$ cat src/rtl/nibbler_control_unit.sv
// nibbler_control_unit: instruction fetch/decode/sequencer for the Nibbler 4-bit CPU.
// Drives ALU mode, accumulator/output load strobes and keeps the carry/zero flags.
// Optional feature macro: NIBBLER_ILLEGAL_TRAP_EN (opcodes A-F trap into HALT).
`timescale 1ns/1ps

module nibbler_control_unit #(
  parameter int unsigned PC_W = 12
) (
  input  logic            clk,
  input  logic            notReset,
  input  logic            run,
  input  logic [7:0]      instr,
  input  logic            notC,
  input  logic            notZ,
  output logic [PC_W-1:0] pc,
  output logic [3:0]      imm,
  output logic [2:0]      S,
  output logic            notCarryIn,
  output logic            notOeALU,
  output logic            notLoadA,
  output logic            notLoadOut,
  output logic            flagC,
  output logic            flagZ,
  output logic            halted,
  output logic            illegal
);

  localparam logic [3:0] OP_LIT  = 4'h1;
  localparam logic [3:0] OP_ADDI = 4'h2;
  localparam logic [3:0] OP_CMPI = 4'h3;
  localparam logic [3:0] OP_NORI = 4'h4;
  localparam logic [3:0] OP_OUT  = 4'h5;
  localparam logic [3:0] OP_JC   = 4'h6;
  localparam logic [3:0] OP_JNZ  = 4'h7;
  localparam logic [3:0] OP_JMP  = 4'h8;
  localparam logic [3:0] OP_HALT = 4'h9;

  // ALU mode encodings as {notCarryIn, S}
  localparam logic [3:0] MODE_IDLE = 4'b1000;
  localparam logic [3:0] MODE_LIT  = 4'b1010;
  localparam logic [3:0] MODE_ADD  = 4'b1011;
  localparam logic [3:0] MODE_CMP  = 4'b0001;
  localparam logic [3:0] MODE_NOR  = 4'b1100;

  typedef enum logic [1:0] {
    ST_FETCH = 2'd0,
    ST_EXEC  = 2'd1,
    ST_ADDR  = 2'd2,
    ST_HALT  = 2'd3
  } state_e;

  state_e          state_q;
  logic [PC_W-1:0] pc_q;
  logic [7:0]      ir_q;
  logic [3:0]      imm_q;
  logic [3:0]      mode_q;
  logic            oe_n_q;
  logic            load_a_n_q;
  logic            load_out_n_q;
  logic            flag_c_q;
  logic            flag_z_q;
  logic            halted_q;
  logic            illegal_q;

  logic [3:0]      dec_mode_d;
  logic            dec_oe_n_d;
  logic            dec_load_a_n_d;
  logic            dec_load_out_n_d;
  logic [PC_W-1:0] pc_inc_d;
  logic [PC_W-1:0] jump_target_d;
  logic            jump_taken_d;
  logic            trap_d;

  // Decode the byte being fetched into the EXEC-cycle ALU mode and strobes
  always_comb begin
    dec_mode_d       = MODE_IDLE;
    dec_oe_n_d       = 1'b1;
    dec_load_a_n_d   = 1'b1;
    dec_load_out_n_d = 1'b1;
    case (instr[7:4])
      OP_LIT:  begin dec_mode_d = MODE_LIT; dec_oe_n_d = 1'b0; dec_load_a_n_d = 1'b0; end
      OP_ADDI: begin dec_mode_d = MODE_ADD; dec_oe_n_d = 1'b0; dec_load_a_n_d = 1'b0; end
      OP_CMPI: dec_mode_d = MODE_CMP;
      OP_NORI: begin dec_mode_d = MODE_NOR; dec_oe_n_d = 1'b0; dec_load_a_n_d = 1'b0; end
      OP_OUT:  dec_load_out_n_d = 1'b0;
      default: ;
    endcase
  end

  // Jump resolution uses only flags latched by earlier EXEC cycles
  always_comb begin
    pc_inc_d      = pc_q + PC_W'(1);
    jump_target_d = PC_W'({ir_q[3:0], instr});
    jump_taken_d  = 1'b0;
    case (ir_q[7:4])
      OP_JC:   jump_taken_d = flag_c_q;
      OP_JNZ:  jump_taken_d = ~flag_z_q;
      OP_JMP:  jump_taken_d = 1'b1;
      default: jump_taken_d = 1'b0;
    endcase
`ifdef NIBBLER_ILLEGAL_TRAP_EN
    trap_d = (ir_q[7:4] >= 4'hA);
`else
    trap_d = 1'b0;
`endif
  end

  // Sequencer FSM with registered outputs; strobes default inactive every cycle
  always_ff @(posedge clk or negedge notReset) begin
    if (!notReset) begin
      state_q      <= ST_FETCH;
      pc_q         <= '0;
      ir_q         <= '0;
      imm_q        <= '0;
      mode_q       <= MODE_IDLE;
      oe_n_q       <= 1'b1;
      load_a_n_q   <= 1'b1;
      load_out_n_q <= 1'b1;
      flag_c_q     <= 1'b0;
      flag_z_q     <= 1'b0;
      halted_q     <= 1'b0;
      illegal_q    <= 1'b0;
    end else begin
      mode_q       <= MODE_IDLE;
      oe_n_q       <= 1'b1;
      load_a_n_q   <= 1'b1;
      load_out_n_q <= 1'b1;
      case (state_q)
        ST_FETCH: begin
          if (run) begin
            ir_q         <= instr;
            imm_q        <= instr[3:0];
            mode_q       <= dec_mode_d;
            oe_n_q       <= dec_oe_n_d;
            load_a_n_q   <= dec_load_a_n_d;
            load_out_n_q <= dec_load_out_n_d;
            state_q      <= ST_EXEC;
          end
        end
        ST_EXEC: begin
          case (ir_q[7:4])
            OP_ADDI: begin
              flag_c_q <= ~notC;
              flag_z_q <= ~notZ;
              pc_q     <= pc_inc_d;
              state_q  <= ST_FETCH;
            end
            OP_CMPI, OP_NORI: begin
              flag_z_q <= ~notZ;
              pc_q     <= pc_inc_d;
              state_q  <= ST_FETCH;
            end
            OP_JC, OP_JNZ, OP_JMP: begin
              pc_q    <= pc_inc_d;
              state_q <= ST_ADDR;
            end
            OP_HALT: begin
              pc_q     <= pc_inc_d;
              halted_q <= 1'b1;
              state_q  <= ST_HALT;
            end
            default: begin
              if (trap_d) begin
                illegal_q <= 1'b1;
                halted_q  <= 1'b1;
                state_q   <= ST_HALT;
              end else begin
                pc_q    <= pc_inc_d;
                state_q <= ST_FETCH;
              end
            end
          endcase
        end
        ST_ADDR: begin
          pc_q    <= jump_taken_d ? jump_target_d : pc_inc_d;
          state_q <= ST_FETCH;
        end
        ST_HALT: state_q <= ST_HALT;
        default: state_q <= ST_FETCH;
      endcase
    end
  end

  assign pc         = pc_q;
  assign imm        = imm_q;
  assign notCarryIn = mode_q[3];
  assign S          = mode_q[2:0];
  assign notOeALU   = oe_n_q;
  assign notLoadA   = load_a_n_q;
  assign notLoadOut = load_out_n_q;
  assign flagC      = flag_c_q;
  assign flagZ      = flag_z_q;
  assign halted     = halted_q;
`ifdef NIBBLER_ILLEGAL_TRAP_EN
  assign illegal    = illegal_q;
`else
  assign illegal    = 1'b0;
`endif

endmodule

$ cat config.mk
export PLATFORM = sky130hd
export DESIGN_NAME = nibbler_control_unit
export DESIGN_NICKNAME = d
export VERILOG_FILES = /design/src/rtl/nibbler_control_unit.sv
export SDC_FILE = /design/constraint.sdc
export NUM_CORES = 1
export LEC_CHECK = 0
export CORE_AREA = 4 4 59 74
export DETAILED_ROUTE_END_ITERATION = 6
export DIE_AREA = 0 0 63 78
export PLACE_DENSITY = 0.76
export SLEW_MARGIN = 20
export SYNTH_ARGS = -nofsm -noshare
export SYNTH_HDL_FRONTEND = slang
export SYNTH_SLANG_ARGS = --single-unit
$ cat constraint.sdc
create_clock -name clk -period 2.4 [get_ports clk]
set_input_delay 0.36 -clock clk [delete_from_list [all_inputs] [get_ports clk]]
set_output_delay 0.36 -clock clk [all_outputs]
set_load 0.05 [all_outputs]
=== After elaboration in Yosys (flattened, before gate mapping) ===
Index checks and enable logic that the tools add are counted.

* Flip-flop bits (word level): 35
* Input bits: 13

* Add/sub/neg operators: 1
* Equality and inequality tests: 16
* Muxes and demuxes: 15
* Bitwise gates (word level): 3
* Reduce and logical (&&, ||, !) cells: 9

{| class="wikitable"
|+ Operator list
! cell !! number
|-
| case mux 12 bit (2 select lines) || 1
|-
| == test 4 x 3 -> 1 bit, second input constant || 5
|-
| == test 4 x 2 -> 1 bit, second input constant || 4
|-
| case mux 4 bit (4 select lines) || 1
|-
| adder 12 x 1 -> 12 bit, second input constant || 1
|-
| 2-to-1 mux 12 bit || 1
|-
| OR reduction 3 bit || 3
|-
| == test 4 bit, second input constant || 2
|-
| 2-to-1 mux 4 bit || 2
|-
| case mux 2 bit (4 select lines) || 1
|-
| AND reduction 2 bit || 4
|-
| 2-to-1 mux 1 bit || 6
|-
| == test 2 bit, second input constant || 2
|-
| == test 4 x 1 -> 1 bit, second input constant || 1
|-
| case mux 2 bit (2 select lines) || 1
|-
| NOT 1 bit || 3
|-
| case mux 1 bit (3 select lines) || 1
|-
| == test 2 x 1 -> 1 bit, second input constant || 1
|-
| logical NOT 2 bit || 1
|-
| 2-to-1 mux 2 bit || 1
|-
| inequality test 2 bit, second input constant || 1
|-
| nonzero test 2 bit || 1
|}

=== Logic depth before layout (Yosys ltp) ===
* Word-level depth: 5
* Mapped depth: 6
* Mapped depth without buffers: 6

=== Least setup slack after synthesis ===
No wires, ideal clock.

* Path kind: register -> register
* From: reg flag_z_q, in the netlist flagZ
* To: reg pc_q[10], in the netlist pc[10]
* Setup time: 0.126 ns
* Arrival: 1.592 ns
* Setup slack: 0.683 ns
* Stages on the path, launching flop included: 6
* Period minus slack after synthesis: 1.717 ns
* Cell sequence: dfrtp_1 and2b_2 o2111ai_2 buf_2 nand4_1 o311a_1

* Word-level cells in the longest chain between the ends: 4

{| class="wikitable"
|+ Ends and longest elaborated chain
! item !! RTL line !! RTL
|-
| from (decl) || 61 || <nowiki>logic flag_z_q;</nowiki>
|-
| from (signal assigned) || 144 || <nowiki>flag_z_q <= ~notZ;</nowiki>
|-
| from (signal assigned) || 149 || <nowiki>flag_z_q <= ~notZ;</nowiki>
|-
| NOT 1 bit || 97 || <nowiki>OP_JNZ: jump_taken_d = ~flag_z_q;</nowiki>
|-
| case mux 1 bit (3 select lines) || 95 || <nowiki>case (ir_q[7:4])</nowiki>
|-
| 2-to-1 mux 12 bit || 175 || <nowiki>pc_q <= jump_taken_d ? jump_target_d : pc_inc_d;</nowiki>
|-
| case mux 12 bit (2 select lines) || 128 || <nowiki>case (state_q)</nowiki>
|-
| to (signal assigned) || 145 || <nowiki>pc_q <= pc_inc_d;</nowiki>
|-
| to (signal assigned) || 168 || <nowiki>pc_q <= pc_inc_d;</nowiki>
|-
| to (signal assigned) || 175 ||
|-
| to (decl) || 53 || <nowiki>logic [PC_W-1:0] pc_q;</nowiki>
|}

No other way between the ends.
A chain may end at the register's enable or synchronous reset.

=== Worst setup path in the final report ===
* From: reg load_a_n_q, in the netlist notLoadA
* To: out notLoadA

{| class="wikitable"
|+ RTL lines
! item !! RTL line !! RTL
|-
| from (decl) || 58 || <nowiki>logic load_a_n_q;</nowiki>
|-
| from (signal assigned) || 135 || <nowiki>load_a_n_q <= dec_load_a_n_d;</nowiki>
|-
| to (decl) || 20 || <nowiki>output logic notLoadA,</nowiki>
|}

No word-level cell between the ends.

==> flow_summary.toml <==
[status]
status = "complete, no violations"

[global_routing]
overflow = 0
antenna_found_initial = 0
grt_pass1_wl_mm = 7.29
grt_pass1_vias = 1568
grt_max_degree = 32
grt_usage_pct = 18.5

[logic_synthesis]
yosysSeqAreaShare_pct = 43.9
synthCells = 178
ys_ff_latch = 31
syn_area_per_cell_um2 = 9.98
ys.flop_type = "dfrtp_1"
yosysUniqueCellTypes = 45
synth.top_cells.by_count = "28 x dfrtp_1, 18 x nand2_1, 10 x inv_1"
synth.most_common_cell = "dfrtp_1"
synth_edf_count = 0
synth_area_leader_cell = "dfrtp_1"
synth_area_leaders = "dfrtp_1 39%, mux2_2 5.7%, dfstp_2 4.4%"
yosysWarnings = 0
synth-async-reset-ratio_pct = 100
synth_top_area_share_pct = 39.4
syn-num-nets = 197
syn_area_um2 = 1780

[power]
seqPwrFrac_pct = 47.3
p_int_uw = 879
clockPowerShare_pct = 48.8
peakVddDrop_uv = 249
combPwrFrac_pct = 3.9
leakage_nw = 0.975
swShare_pct = 20.5
power.total_mw = 1.10
power.density_nw_per_um2 = 486
power.switching_uw = 226

[flow_run]
drv_cap = 0

[floorplanning]
start_util_pct = 47.7
die_area_um2 = 4910
coreArea_um2 = 3720
rows = 25
ios = 40
dieWidth_um = 63
die_h_um = 78

[routing]
wl_met1_mm = 1.85
drtIter0Drc = 62
detail-route-antenna-nets = 0
wl_mm = 4.32
vias = 1575
maxUsedRoutingLayer = "met4"
route.met3.wl_um = 233
dr.pass1.iters = 4
drcViolationCount = 0
viasPerCell = 6.18
met2RoutedLength_mm = 2.14
post_drt_wl_per_cell_um = 16.9

[sta]
clock_skew_ns = 0.00659
report.final.hold_viol_count = 0
fin_crit_ns = 1.97
rsz0062_at_grt = "no"
slew_viol_final = 0
setup_viol = 0
worst_slew_pin_slew_ns = 0.507
setup_tns_ns = 0
timing.fmax_ghz = 0.507
min_period_over_period_pct = 82.1
maxSlewHeadroom_pct = 66.1

[clock_network]
htreeDepth = 2
holdBufCountCts = 0
tritoncts = "yes"
ctsResizeCount = 0
cts_inserted_buffers = 5
clk_path_buf_depth = 2
clk_latency_ns = 0.29
clkSinkCount = 31
clock-root-buffer = "clkbuf_8"
clkTransAtPathRegs_ns = 0.07
cts_setup_buffers = 0

[placed_design]
hpwl_mm = 3.11
gp_congestion = 0.811
port_buffers = 38

[min_path]
hold_path.class = "input port to async pin"

[worst_setup_path]
max_stage_delay_ns = 0.80
crit_type = "register to output port"
end_kind = "output port"
start_kind = "register"
cp_max_fo = 2
path_buf_inv = 1
arrival_ns = 1.61
cp.required_ns = 2.04
critical_path.top_delay_family = "buffers and inverters"
path_cells = "clkdlybuf4s50_1"
cp_slowest_cell = "clkdlybuf4s50_1"

[cells_and_area]
drive_gt1_share_pct = 14.4
syn_to_final_growth_pct = 28.0
antenna_cells = 0
nets = 233
-- metrics by stage --
stage | utilization (%) | instance area [um^2] | setup slack, ns | hold WS (ns) | std cells
2_1_floorplan | - | 1780 | 0.683 | 0.0644 | 178
3_3_place_gp | 57.9 | 2160 | 0.674 | 0.455 | 247
3_5_place_dp | 57.9 | 2160 | 0.636 | 0.465 | 247
4_1_cts | 61.1 | 2270 | 0.410 | 0.479 | 255
5_1_grt | 61.1 | 2270 | 0.350 | 0.502 | 255
6_report | 61.1 | 2270 | 0.429 | 0.472 | 255
-- per-layer routing --
metal	up-vias	GRT usage, %
met5	-	0
met4	0	9.05
met3	15	4.78
met2	69	30.9
met1	761	21.9
li1	730	-
-- cell families after synthesis --
group           Yosys count  share of synthesized area, %
buf+inv                  24                          7.11
other cells               1                         0.211
simple gates             64                          19.6
flops                    31                          43.9
compound gates           41                          18.2
mux                      10                          6.27
xor+xnor                  1                         0.493
fa+ha+maj                 6                          4.23
-- final cells by class --
type	instances	area, um^2
tap	40	50.0
fill	332	1450
inverter	10	37.5
clock inverter	2	35.0
sequential	31	779
multi-input combinational	123	871
timing repair buffer	43	418
clock buffer	6	82.6
-- state kept, by name, indices dropped and copies added, names as in the netlist --
signal,count
notLoadA,1
ir_q,8
mode_q,4
flagZ,1
halted,1
notLoadOut,1
state_q,2
flagC,1
pc,12
-- layout by cell type, fill, tap and decap left out, types with 2 or more instances in the layout --
| cell type | instances |
|---|---|
| clkdlybuf4s50_1 | 38 |
| a21oi_1 | 4 |
| and2_1 | 2 |
| a31oi_1 | 2 |
| nor3_1 | 3 |
| clkbuf_8 | 6 |
| a211o_1 | 2 |
| nor2_1 | 6 |
| o21ai_0 | 3 |
| and2b_1 | 2 |
| nand3_1 | 4 |
| o211ai_1 | 9 |
| o221ai_1 | 6 |
| nor4_1 | 6 |
| ha_1 | 6 |
| nand4_1 | 4 |
| dfrtp_1 | 28 |
| dfstp_2 | 3 |
| nand2_1 | 18 |
| and4_1 | 2 |
| o311a_1 | 3 |
| o31ai_1 | 3 |
| inv_1 | 10 |
| a21o_1 | 2 |
| nand2b_1 | 3 |
| and3_1 | 7 |
| nor2b_1 | 2 |
| buf_4 | 5 |
| mux2_2 | 9 |
-- worst paths after layout --
kind,start,to,slack [ns],cells past startpoint
max,notLoadA$_DFF_PN1_,notLoadA,0.43,1
min,notReset,pc[2]$_DFFE_PN0P_,0.47,2
max reg2reg,state_q[0]$_DFFE_PN0P_,pc[3]$_DFFE_PN0P_,0.61,7
min reg2reg,halted$_DFFE_PN0P_,halted$_DFFE_PN0P_,0.47,1
max in group asynchronous,notReset,notLoadOut$_DFF_PN1_,1.60,2
min in group clk,halted$_DFFE_PN0P_,halted$_DFFE_PN0P_,0.47,1
-- power groups by stage --
stage / Sequential [mW] / Clock, mW / Combinational, mW
6_report: 0.523 / 0.539 / 0.0428
5_1_grt: 0.522 / 0.569 / 0.0467
4_1_cts: 0.523 / 0.547 / 0.0436
3_5_place_dp: 0.532 / 0 / 0.0435
3_3_place_gp: 0.532 / 0 / 0.0431
2_1_floorplan: 0.532 / 0 / 0.00767
Note: power is estimated with default switching activity, not from simulation.
